$ cat src/rtl/line_sensor_steer.sv
// Line-follower front end: per-channel synchroniser and debounce, then a registered
// steering FSM on the front sensor pair with search recovery, halt latch and change strobe.
module line_sensor_steer #(
    parameter int unsigned NUM_SENS        = 4,
    parameter int unsigned DEBOUNCE_CYCLES = 12_500_000,
    parameter int unsigned LOST_TIMEOUT    = 50_000_000,
    parameter int unsigned SENS_ACTIVE_LOW = 1
) (
    input  logic                clk,
    input  logic                rst,
    input  logic [NUM_SENS-1:0] sens_in,
    input  logic                enable,
    output logic [NUM_SENS-1:0] sens_stable,
    output logic [3:0]          dir,
    output logic [1:0]          state,
    output logic                dir_chg
);

    localparam int unsigned CntW = (DEBOUNCE_CYCLES > 1) ? $clog2(DEBOUNCE_CYCLES) : 1;
    localparam int unsigned TmrW = $clog2(LOST_TIMEOUT);
    localparam logic [CntW-1:0] CntMax = CntW'(DEBOUNCE_CYCLES - 1);
    localparam logic [TmrW-1:0] TmrMax = TmrW'(LOST_TIMEOUT - 1);
    localparam logic [NUM_SENS-1:0] InactLvl =
        (SENS_ACTIVE_LOW != 0) ? {NUM_SENS{1'b1}} : {NUM_SENS{1'b0}};

    localparam logic [3:0] DirFwd   = 4'b0000;
    localparam logic [3:0] DirVeerL = 4'b0101;
    localparam logic [3:0] DirVeerR = 4'b1001;
    localparam logic [3:0] DirSpinL = 4'b0110;
    localparam logic [3:0] DirSpinR = 4'b1010;
    localparam logic [3:0] DirStop  = 4'b1111;

    typedef enum logic [1:0] {
        StIdle   = 2'b00,
        StFollow = 2'b01,
        StSearch = 2'b10,
        StHalt   = 2'b11
    } state_e;

    logic [NUM_SENS-1:0] sync1_q, sync1_d, sync2_q, sync2_d;
    logic [NUM_SENS-1:0] stable_q, stable_d, act;
    logic [CntW-1:0]     cnt_q [NUM_SENS];
    logic [CntW-1:0]     cnt_d [NUM_SENS];

    state_e          state_q, state_d;
    logic [3:0]      dir_q, dir_d;
    logic [TmrW-1:0] tmr_q, tmr_d;
    logic            side_q, side_d;   // 1 = last veer was to the left
    logic [1:0]      f_prev_q, f_prev_d;
    logic            dir_chg_q, dir_chg_d;
    logic [1:0]      f;

    always_comb begin
        sync1_d  = sens_in;
        sync2_d  = sync1_q;
        act      = (SENS_ACTIVE_LOW != 0) ? ~sync2_q : sync2_q;
        stable_d = stable_q;
        for (int i = 0; i < NUM_SENS; i++) begin
            cnt_d[i] = '0;
            if (act[i] != stable_q[i]) begin
                if (cnt_q[i] == CntMax) begin
                    stable_d[i] = act[i];
                end else begin
                    cnt_d[i] = cnt_q[i] + CntW'(1);
                end
            end
        end
    end

    always_comb begin
        f         = stable_q[1:0];
        state_d   = state_q;
        dir_d     = dir_q;
        tmr_d     = tmr_q;
        side_d    = side_q;
        f_prev_d  = f;
        if (!enable) begin
            state_d = StIdle;
            dir_d   = DirStop;
            tmr_d   = '0;
        end else if (f == 2'b11 && (state_q == StFollow || state_q == StSearch)) begin
            state_d = StHalt;
            dir_d   = DirStop;
            tmr_d   = '0;
        end else begin
            unique case (state_q)
                StIdle: begin
                    state_d = StFollow;
                    dir_d   = DirFwd;
                    tmr_d   = '0;
                end
                StFollow: begin
                    if (f == 2'b00) begin
                        dir_d = DirFwd;
                        tmr_d = '0;
                    end else if (f != f_prev_q) begin
                        dir_d  = (f == 2'b01) ? DirVeerL : DirVeerR;
                        side_d = (f == 2'b01);
                        tmr_d  = '0;
                    end else if (tmr_q == TmrMax) begin
                        state_d = StSearch;
                        dir_d   = side_q ? DirSpinL : DirSpinR;
                        tmr_d   = '0;
                    end else begin
                        dir_d  = (f == 2'b01) ? DirVeerL : DirVeerR;
                        side_d = (f == 2'b01);
                        tmr_d  = tmr_q + TmrW'(1);
                    end
                end
                StSearch: begin
                    if (f == 2'b00) begin
                        state_d = StFollow;
                        dir_d   = DirFwd;
                        tmr_d   = '0;
                    end else if (tmr_q == TmrMax) begin
                        state_d = StHalt;
                        dir_d   = DirStop;
                        tmr_d   = '0;
                    end else begin
                        tmr_d = tmr_q + TmrW'(1);
                    end
                end
                StHalt: begin
                    dir_d = DirStop;
                    tmr_d = '0;
                end
                default: begin
                    state_d = StIdle;
                    dir_d   = DirStop;
                    tmr_d   = '0;
                end
            endcase
        end
        dir_chg_d = (dir_d != dir_q);
    end

    always_ff @(posedge clk or posedge rst) begin
        if (rst) begin
            sync1_q   <= InactLvl;
            sync2_q   <= InactLvl;
            stable_q  <= '0;
            for (int i = 0; i < NUM_SENS; i++) begin
                cnt_q[i] <= '0;
            end
            state_q   <= StIdle;
            dir_q     <= DirStop;
            tmr_q     <= '0;
            side_q    <= 1'b0;
            f_prev_q  <= 2'b00;
            dir_chg_q <= 1'b0;
        end else begin
            sync1_q   <= sync1_d;
            sync2_q   <= sync2_d;
            stable_q  <= stable_d;
            for (int i = 0; i < NUM_SENS; i++) begin
                cnt_q[i] <= cnt_d[i];
            end
            state_q   <= state_d;
            dir_q     <= dir_d;
            tmr_q     <= tmr_d;
            side_q    <= side_d;
            f_prev_q  <= f_prev_d;
            dir_chg_q <= dir_chg_d;
        end
    end

    assign sens_stable = stable_q;
    assign dir         = dir_q;
    assign state       = state_q;
    assign dir_chg     = dir_chg_q;

endmodule

$ cat config.mk
export PLATFORM = sky130hd
export DESIGN_NAME = line_sensor_steer
export DESIGN_NICKNAME = d
export VERILOG_FILES = /design/src/rtl/line_sensor_steer.sv
export SDC_FILE = /design/constraint.sdc
export NUM_CORES = 1
export LEC_CHECK = 0
export BUFFER_PORTS_ARGS = -buffer_cell sky130_fd_sc_hd__buf_2
export CAP_MARGIN = 20
export CORE_ASPECT_RATIO = 0.8
export CORE_UTILIZATION = 35
export DETAILED_ROUTE_END_ITERATION = 7
export PLACE_DENSITY = 0.52
export SLEW_MARGIN = 40
export SYNTH_ARGS = -nofsm -noshare
export SYNTH_HDL_FRONTEND = slang
export SYNTH_SLANG_ARGS = --single-unit
export TNS_END_PERCENT = 20
$ cat constraint.sdc
create_clock -name clk -period 10.4 [get_ports clk]
set_input_delay 2.08 -clock clk [delete_from_list [all_inputs] [get_ports clk]]
set_output_delay 2.08 -clock clk [all_outputs]
set_load 0.02 [all_outputs]
Word level (Yosys, flattened, before mapping). Cells that the tools add are included.

$add $sub $neg: 5. Multipliers: 0. Divide/modulo/power cells: 0. $lt $le $gt $ge: 0. Equal/unequal tests: 22. Shifts and indexed selects: 0. Mux-type cells: 35. Bitwise operators: 3. Reductions and logical operators: 11.

Operators with widths (count): $mux W24 (8); $mux W26 (6); $add A24 B1 Y24 const B (4); $eq A24 B24 Y1 const B (4); $pmux W26 S3 (1); $mux W4 (9); $add A26 B1 Y26 const B (1); $eq A26 B26 Y1 const B (1); $pmux W4 S4 (1); $mux W2 (7); $reduce_and A5 Y1 (2); $ne A4 B4 Y1 const B (2); $reduce_and A2 Y1 (4); $eq A2 B2 Y1 const B (3); $pmux W2 S3 (1); $ne A5 B1 Y1 const B (1); $ne A5 B2 Y1 const B (1); $eq A2 B1 Y1 const B (2); $logic_not A2 Y1 (2); $ne A1 B1 Y1 (4); $ne A4 B2 Y1 const B (1); $ne A4 B4 Y1 (1); $not A4 Y4 (1); $mux W1 (2); 6 further kinds (7).

Register bits after elaboration: 144. Bits in latches: 0. RAM bits: 0. Memory bits (read-only): 0. Bits of input ports: 7. Logic and storage cells: 92. Memories kept: 0.

Logic depth before layout (Yosys ltp). Gate-level depths: netlist (run 1).

Depth after elaboration: 9. Depth in mapped cells: 9. Gate-level depth less buffers: 8.

Worst setup path after synthesis (run 1). OpenSTA, ideal clock, no wires.

Path kind: input port to flip-flop. From: input port enable. To: register tmr_q[10]. Arrival time: 2989 ps. Required time: 10329 ps. Slack: 7340 ps. Stages: 5. Buffers on the path: 2. Cell sequence: and2_1 clkbuf_1 nand3_1 buf_2 nor2_1.

Cells in the longest elaborated chain, start to end: 1.

Ends and longest elaborated chain: start: declaration (line 12) `input logic enable,`; $mux W26 (line 77) `if (!enable) begin`; via tmr_d[10] (line 47) `logic [TmrW-1:0] tmr_q, tmr_d;`; end signal: assignment (line 160) `tmr_q <= tmr_d;`; end: declaration (line 47).

The timed path passes the listed nets, and every way through them passes these cells. A chain may end at the register's enable or synchronous reset.

Final worst setup path (run 1).
From: register stable_q[0], in the netlist sens_stable[0]. To: output port sens_stable[0].

RTL lines: start: declaration (line 41) `logic [NUM_SENS-1:0] stable_q, stable_d, act;`; start signal: assignment (line 154) `stable_q <= stable_d;`; end: declaration (line 13) `output logic [NUM_SENS-1:0] sens_stable,`.

No word-level cell between the ends.

==> results of run 1 <==
## cells by family (layout without fill, tap and decap cells)
group	after synthesis	count (layout)
flops	144	144
mux	5	5
compound gates	45	45
fa+ha+maj	10	10
simple gates	368	368
xor+xnor	112	112
buf+inv	42	74
## per-stage QoR
step,power [W],setup WS (ns)
2_1_floorplan,0.000650,4.47
3_3_place_gp,0.000670,6.68
3_5_place_dp,0.000673,6.89
4_1_cts,0.00135,7.04
5_1_grt,0.00139,6.98
6_report,0.00133,7.08
## layer usage
| metal | routed length [µm] | share of wire (%) | vias up |
|---|---|---|---|
| li1 | - | - | 2508 |
| met1 | 6780 | 51 | 2402 |
| met2 | 5950 | 45 | 70 |
| met3 | 468 | 3.5 | 10 |
| met4 | 110 | 0.83 | 0 |
| met5 | 0 | 0 | - |
## cell usage in the layout (no fill, tap or decap), types with 4 or more instances in the layout
cell and n:
a21oi_1 8, o21ai_0 13, xnor2_1 50, a31oi_1 4, nor4_1 12, xor2_1 62
nand2_1 54, nor2_1 149, bufinv_16 5, nor3_1 14, and3_1 24, nand4_1 24
nand2b_1 4, dfstp_2 12, dfrtp_1 132, and2_1 4, a21boi_0 4, buf_2 17
nand4b_1 4, and4_1 10, nand3_1 42, inv_1 23, ha_1 10, clkbuf_16 17
or3_1 8
## power breakdown
part | total, W | internal, W | switching (W)
sequential | 0.000582 | 0.000572 | 0.00000972
clock | 0.000670 | 0.000433 | 0.000237
combinational | 0.0000804 | 0.0000254 | 0.0000551
## cells in the mapped netlist, drive strengths merged, types with 4 or more instances
cell	number
a21boi	4
a21oi	9
a31oi	4
and2	4
and3	24
and4	10
clkbuf	15
dfrtp	132
dfstp	12
ha	10
inv	24
nand2	54
nand2b	5
nand3	43
nand4	24
nand4b	4
nor2	149
nor3	15
nor4	15
o21ai	15
or3	8
xnor2	50
xor2	62
## flip-flops by register name, summed over array words and instances (netlist names)
signal and flops:
sync2_q 4, tmr_q 26, cnt_q 96, dir 4
dir_chg 1, sync1_q 4, side_q 1, sens_stable 4
state 2, f_prev_q 2
## worst paths after layout
check / from / to / slack (ns) / cells past startpoint
hold / removal: sync1_q[3] / sync2_q[3] / 0.36 / 0
setup / recovery: sens_stable[0] / sens_stable[0] / 7.08 / 1
hold reg to reg: sync1_q[3] / sync2_q[3] / 0.36 / 0
max in group asynchronous: rst / tmr_q[7] / 7.57 / 3
setup reg to reg: tmr_q[10] / state[1] / 7.82 / 6
min in group asynchronous: rst / cnt_q[4] / 1.71 / 2
## layout make-up
cell class / instances / area [µm²]
fillers: 1958 / 11700
inverters: 24 / 95.1
well taps: 264 / 330
clock inverters: 13 / 208
flip-flops and latches: 144 / 3620
multi-input cells: 540 / 3290
repair buffers: 18 / 98.8
clock buffers: 19 / 443
==> reports/qor.yml, run 1 <==
status: "complete, no violations"
cts.clk_slew.worst_paths_ns: 0.06
drtAntennaViolNets: 0
die_y_um: 129
htree_levels: 4
path_cells: "buf_2"
synth_compound_area_share_pct: 4.33
yosysWarnings: 0
final_area_mm2: 0.00808
cts_made_buffers: 17
slew_viol_final: 0
path_buf_inv: 1
nets: 762
path_max_fanout: 11
worst_path_max_delay_cell: "dfrtp_1"
grt_pass1_vias: 4902
die_w_um: 161
start_util_pct: 35.6
rows: 46
coreArea_mm2: 0.0198
synth_top_area_share_pct: 46.8
p_per_area_mw_per_mm2: 165
grt_pass1_wl_um: 23500
endpoint_kind: "output pin"
avgSynthCellArea_um2: 9.71
fp.dieArea_mm2: 0.0207
synth_fp_nets: 743
gp_congestion: 0.831
area_growth_pct: 14.6
cp.required_ns: 8.32
ys_seq_area_share_pct: 51.3
cts_setup_buffers: 0
met1_usage_pct: 19.2
clock-sinks: 144
worstSkewPairLatency_ns: 0.42
drc: 0
cp_data_arrival_time_ns: 1.24
antenna_found_initial: 0
syn_inst: 726
place_area_mm2: 0.00742
critPathLaunchType: "flip-flop"
finalHoldViolCount: 0
grt-ovfl-total: 0
grt_use_met2_pct: 22.0
fmax_mhz: 301
slew_headroom_pct: 48.1
clock_path_buffers: 2
synth_seq_cells: 144
grt_max_degree: 87
leakagePower_nw: 3.38
synth_top_family_by_area: "simple AND/OR/NAND/NOR gates"
num_antenna_cells: 0
placed_cells: 990
synth_edf_count: 0
drtPass1Iterations: 4
synth_simple_gate_area_share_pct: 25.7
holdBufCountCts: 0
ctsRootBufferMaster: "clkbuf_16"
syn_area_mm2: 0.00705
io_pins: 18
detailed_place_hpwl_um: 8970
grt.total_usage_pct: 14.0
setup_tns_ns: 0
hold_slack_ns: 0.357
drt_iter0_drc: 271
io_buffers: 17
top_usage_layer: "met2"
synth-xor-area-share_pct: 13.9
grt_use_met3_pct: 3.80
rsz0062_at_grt: "no"
wl_um: 13300
synth_ff_type: "dfrtp_1"
cts_tree: "yes"
async_flop_share_pct: 100
critPathMaxStageDelay_ns: 0.57
clock_skew_ns: 0.00513
drv_cap: 0
setup_viol: 0
synth_adder_area_share_pct: 1.77
drive_gt1_share_pct: 10.6
fin_cells: 1022
cts_resized: 0
yosys.area.top_type: "dfrtp_1"
timing.final.crit_share_pct: 31.9
crit_type: "flip-flop to output pin"
worst_pin_slew_ns: 0.776
min_period_ns: 3.32
irDropWorstVdd_uv: 79.9
synth.distinct_cells: 53
via_count: 4990
yosys-top-cells-area: "dfrtp_1 (47%), nor2_1 (7.9%), xor2_1 (7.7%)"
hold_class: "flip-flop to flip-flop"
post_drt_wl_per_cell_um: 13.0
via_per_inst: 4.88
yosys-mux-area-fraction_pct: 0.745
post-route-util_pct: 40.8
critPathTopFamily: "flip-flops"
Power figures use the tool's default switching activity.
==> inputs of run 2 (changes only) <==
--- a/config.mk
+++ b/config.mk
@@ -10,7 +10,7 @@
 export CORE_ASPECT_RATIO = 0.8
 export CORE_UTILIZATION = 35
 export DETAILED_ROUTE_END_ITERATION = 7
-export PLACE_DENSITY = 0.52
+export PLACE_DENSITY = 0.54
 export SLEW_MARGIN = 40
 export SYNTH_ARGS = -nofsm -noshare
 export SYNTH_HDL_FRONTEND = slang
==> constraint.sdc (replaced) <==
create_clock -name clk -period 3 [get_ports clk]
set_input_delay 0.6 -clock clk [delete_from_list [all_inputs] [get_ports clk]]
set_output_delay 0.6 -clock clk [all_outputs]
set_load 0.02 [all_outputs]
==> run 2 against run 1 <==
Effect of this change:
- clock skew is 0.0052 ns higher
- power grew to 3.3 times the previous value
- hold slack worse by 0.21 ns
- global-route usage is 0.42 points lower
- highest routed layer unchanged
- largest cell class unchanged
- final area is 0.34% higher
==> reports/qor.yml, run 2 (same netlist as run 1, synthesis figures left out) <==
status: "complete, no violations"
wl_um: 12900
worst_pin_slew_ns: 0.664
fin_cells: 1029
io_pins: 18
cp.required_ns: 3.34
htree_levels: 4
finalHoldViolCount: 0
drt_iter0_drc: 272
timing.final.crit_share_pct: 78.1
reg_top3: "cnt_q: 96 flops, tmr_q: 26 flops"
cts_resized: 0
antenna_found_initial: 0
placed_cells: 996
post_drt_wl_per_cell_um: 12.5
path_max_fanout: 8
p_per_area_mw_per_mm2: 547
hold_class: "primary input to asynchronous set/reset pin"
r2r_slack_ns: 0.66
rows: 46
gp_congestion: 0.783
grt_pass1_vias: 4793
cts_made_buffers: 17
via_per_inst: 4.79
io_buffers: 17
final_common_cell: "nor2_1"
die_y_um: 129
area_growth_pct: 15.0
nets: 769
cts.clk_slew.worst_paths_ns: 0.06
setup_viol: 0
drc: 0
start_util_pct: 35.6
setup_tns_ns: 0
drv_cap: 0
post-route-util_pct: 41.0
num_antenna_cells: 0
regMostFlops: "cnt_q"
rsz0062_at_grt: "no"
clock_path_buffers: 2
worstSkewPairLatency_ns: 0.42
detailed_place_hpwl_um: 8360
fmax_mhz: 427
leakagePower_nw: 3.38
grt_max_degree: 44
slew_viol_final: 0
die_w_um: 161
cts_setup_buffers: 0
min_period_ns: 2.34
final_cell_mix: "nor2_1 (149), dfrtp_1 (132), xor2_1 (62), nand2_1 (54), xnor2_1 (50)"
grt.total_usage_pct: 13.6
via_count: 4928
drtPass1Iterations: 4
holdBufCountCts: 0
cp_data_arrival_time_ns: 2.69
grt_pass1_wl_um: 22900
irDropWorstVdd_uv: 316
slew_headroom_pct: 55.3
crit_type: "flip-flop to flip-flop"
ctsRootBufferMaster: "clkbuf_16"
endpoint_kind: "flip-flop"
largest_register_ffs: 96
clock_skew_ns: 0.0104
power_w: 0.00443
grt-ovfl-total: 0
drtAntennaViolNets: 0
fp.dieArea_mm2: 0.0207
clock-sinks: 144
cts_tree: "yes"
coreArea_mm2: 0.0198
critPathLaunchType: "flip-flop"
drive_gt1_share_pct: 11.1
[run 2: cell types whose count changed in the layout (fill, tap and decap cells not counted), sizes merged]
cell      change
buf           +8
clkinv        -3
clkinvlp      +6
bufinv        -3
clkbuf        -2
inv           +1
[run 2: metrics by stage]
step | instance area [µm²] | worst slack, ns | hold WS (ns)
after global placement | 7490 | 0.684 | 0.346
after CTS | 8090 | 0.647 | 0.251
final | 8110 | 0.657 | 0.151
after detailed placement | 7490 | 0.665 | 0.347
after global routing | 8110 | 0.507 | 0.153
after floorplan | 7060 | 0.605 | 0.345
[run 2: path summary, 6_finish.rpt]
path                                 start         end  cells past startpoint
max in group asynchronous              rst  sync2_q[3]                      4
worst max register to register   tmr_q[10]    state[1]                      6
worst min-delay path                   rst   cnt_q[76]                      2
worst min register to register  sync1_q[0]  sync2_q[0]                      0
min in group clk                sens_in[3]  sync1_q[3]                      1
worst max-delay path             tmr_q[10]    state[1]                      6
[run 2: final cells by class]
cell class              count  area (µm²)
well taps                 264         330
clock buffers              18         439
flip-flops and latches    144        3620
clock inverters            14         158
repair buffers             25         195
multi-input cells         540        3270
fillers                  1969       11700
inverters                  24        93.8
[run 2: critical path, cell delays in order, from the launching register on]
cell and delay (ns):
dfrtp_1 0.40, or4b_4 0.55, nor4_4 0.45, a21oi_1 0.15, nor2_1 0.20, mux2_2 0.36
a21boi_0 0.16
[run 2: layer usage]
metal | GRT usage (%) | part of all wire, % | wire [µm]
met1 | 18.5 | 53 | 6850
met5 | 0 | 0 | 0
met4 | 3.77 | 0.68 | 88
met2 | 21.2 | 44 | 5630
met3 | 3.97 | 2.6 | 333
[run 2: power breakdown]
| group | internal [W] | total (W) | leakage (nW) | switching [W] |
|---|---|---|---|---|
| clock network | 0.00126 | 0.00214 | 0.272 | 0.000877 |
| registers | 0.00198 | 0.00201 | 1.95 | 0.0000326 |
| logic | 0.000100 | 0.000284 | 1.16 | 0.000183 |
| total | 0.00334 | 0.00443 | 3.38 | 0.00109 |
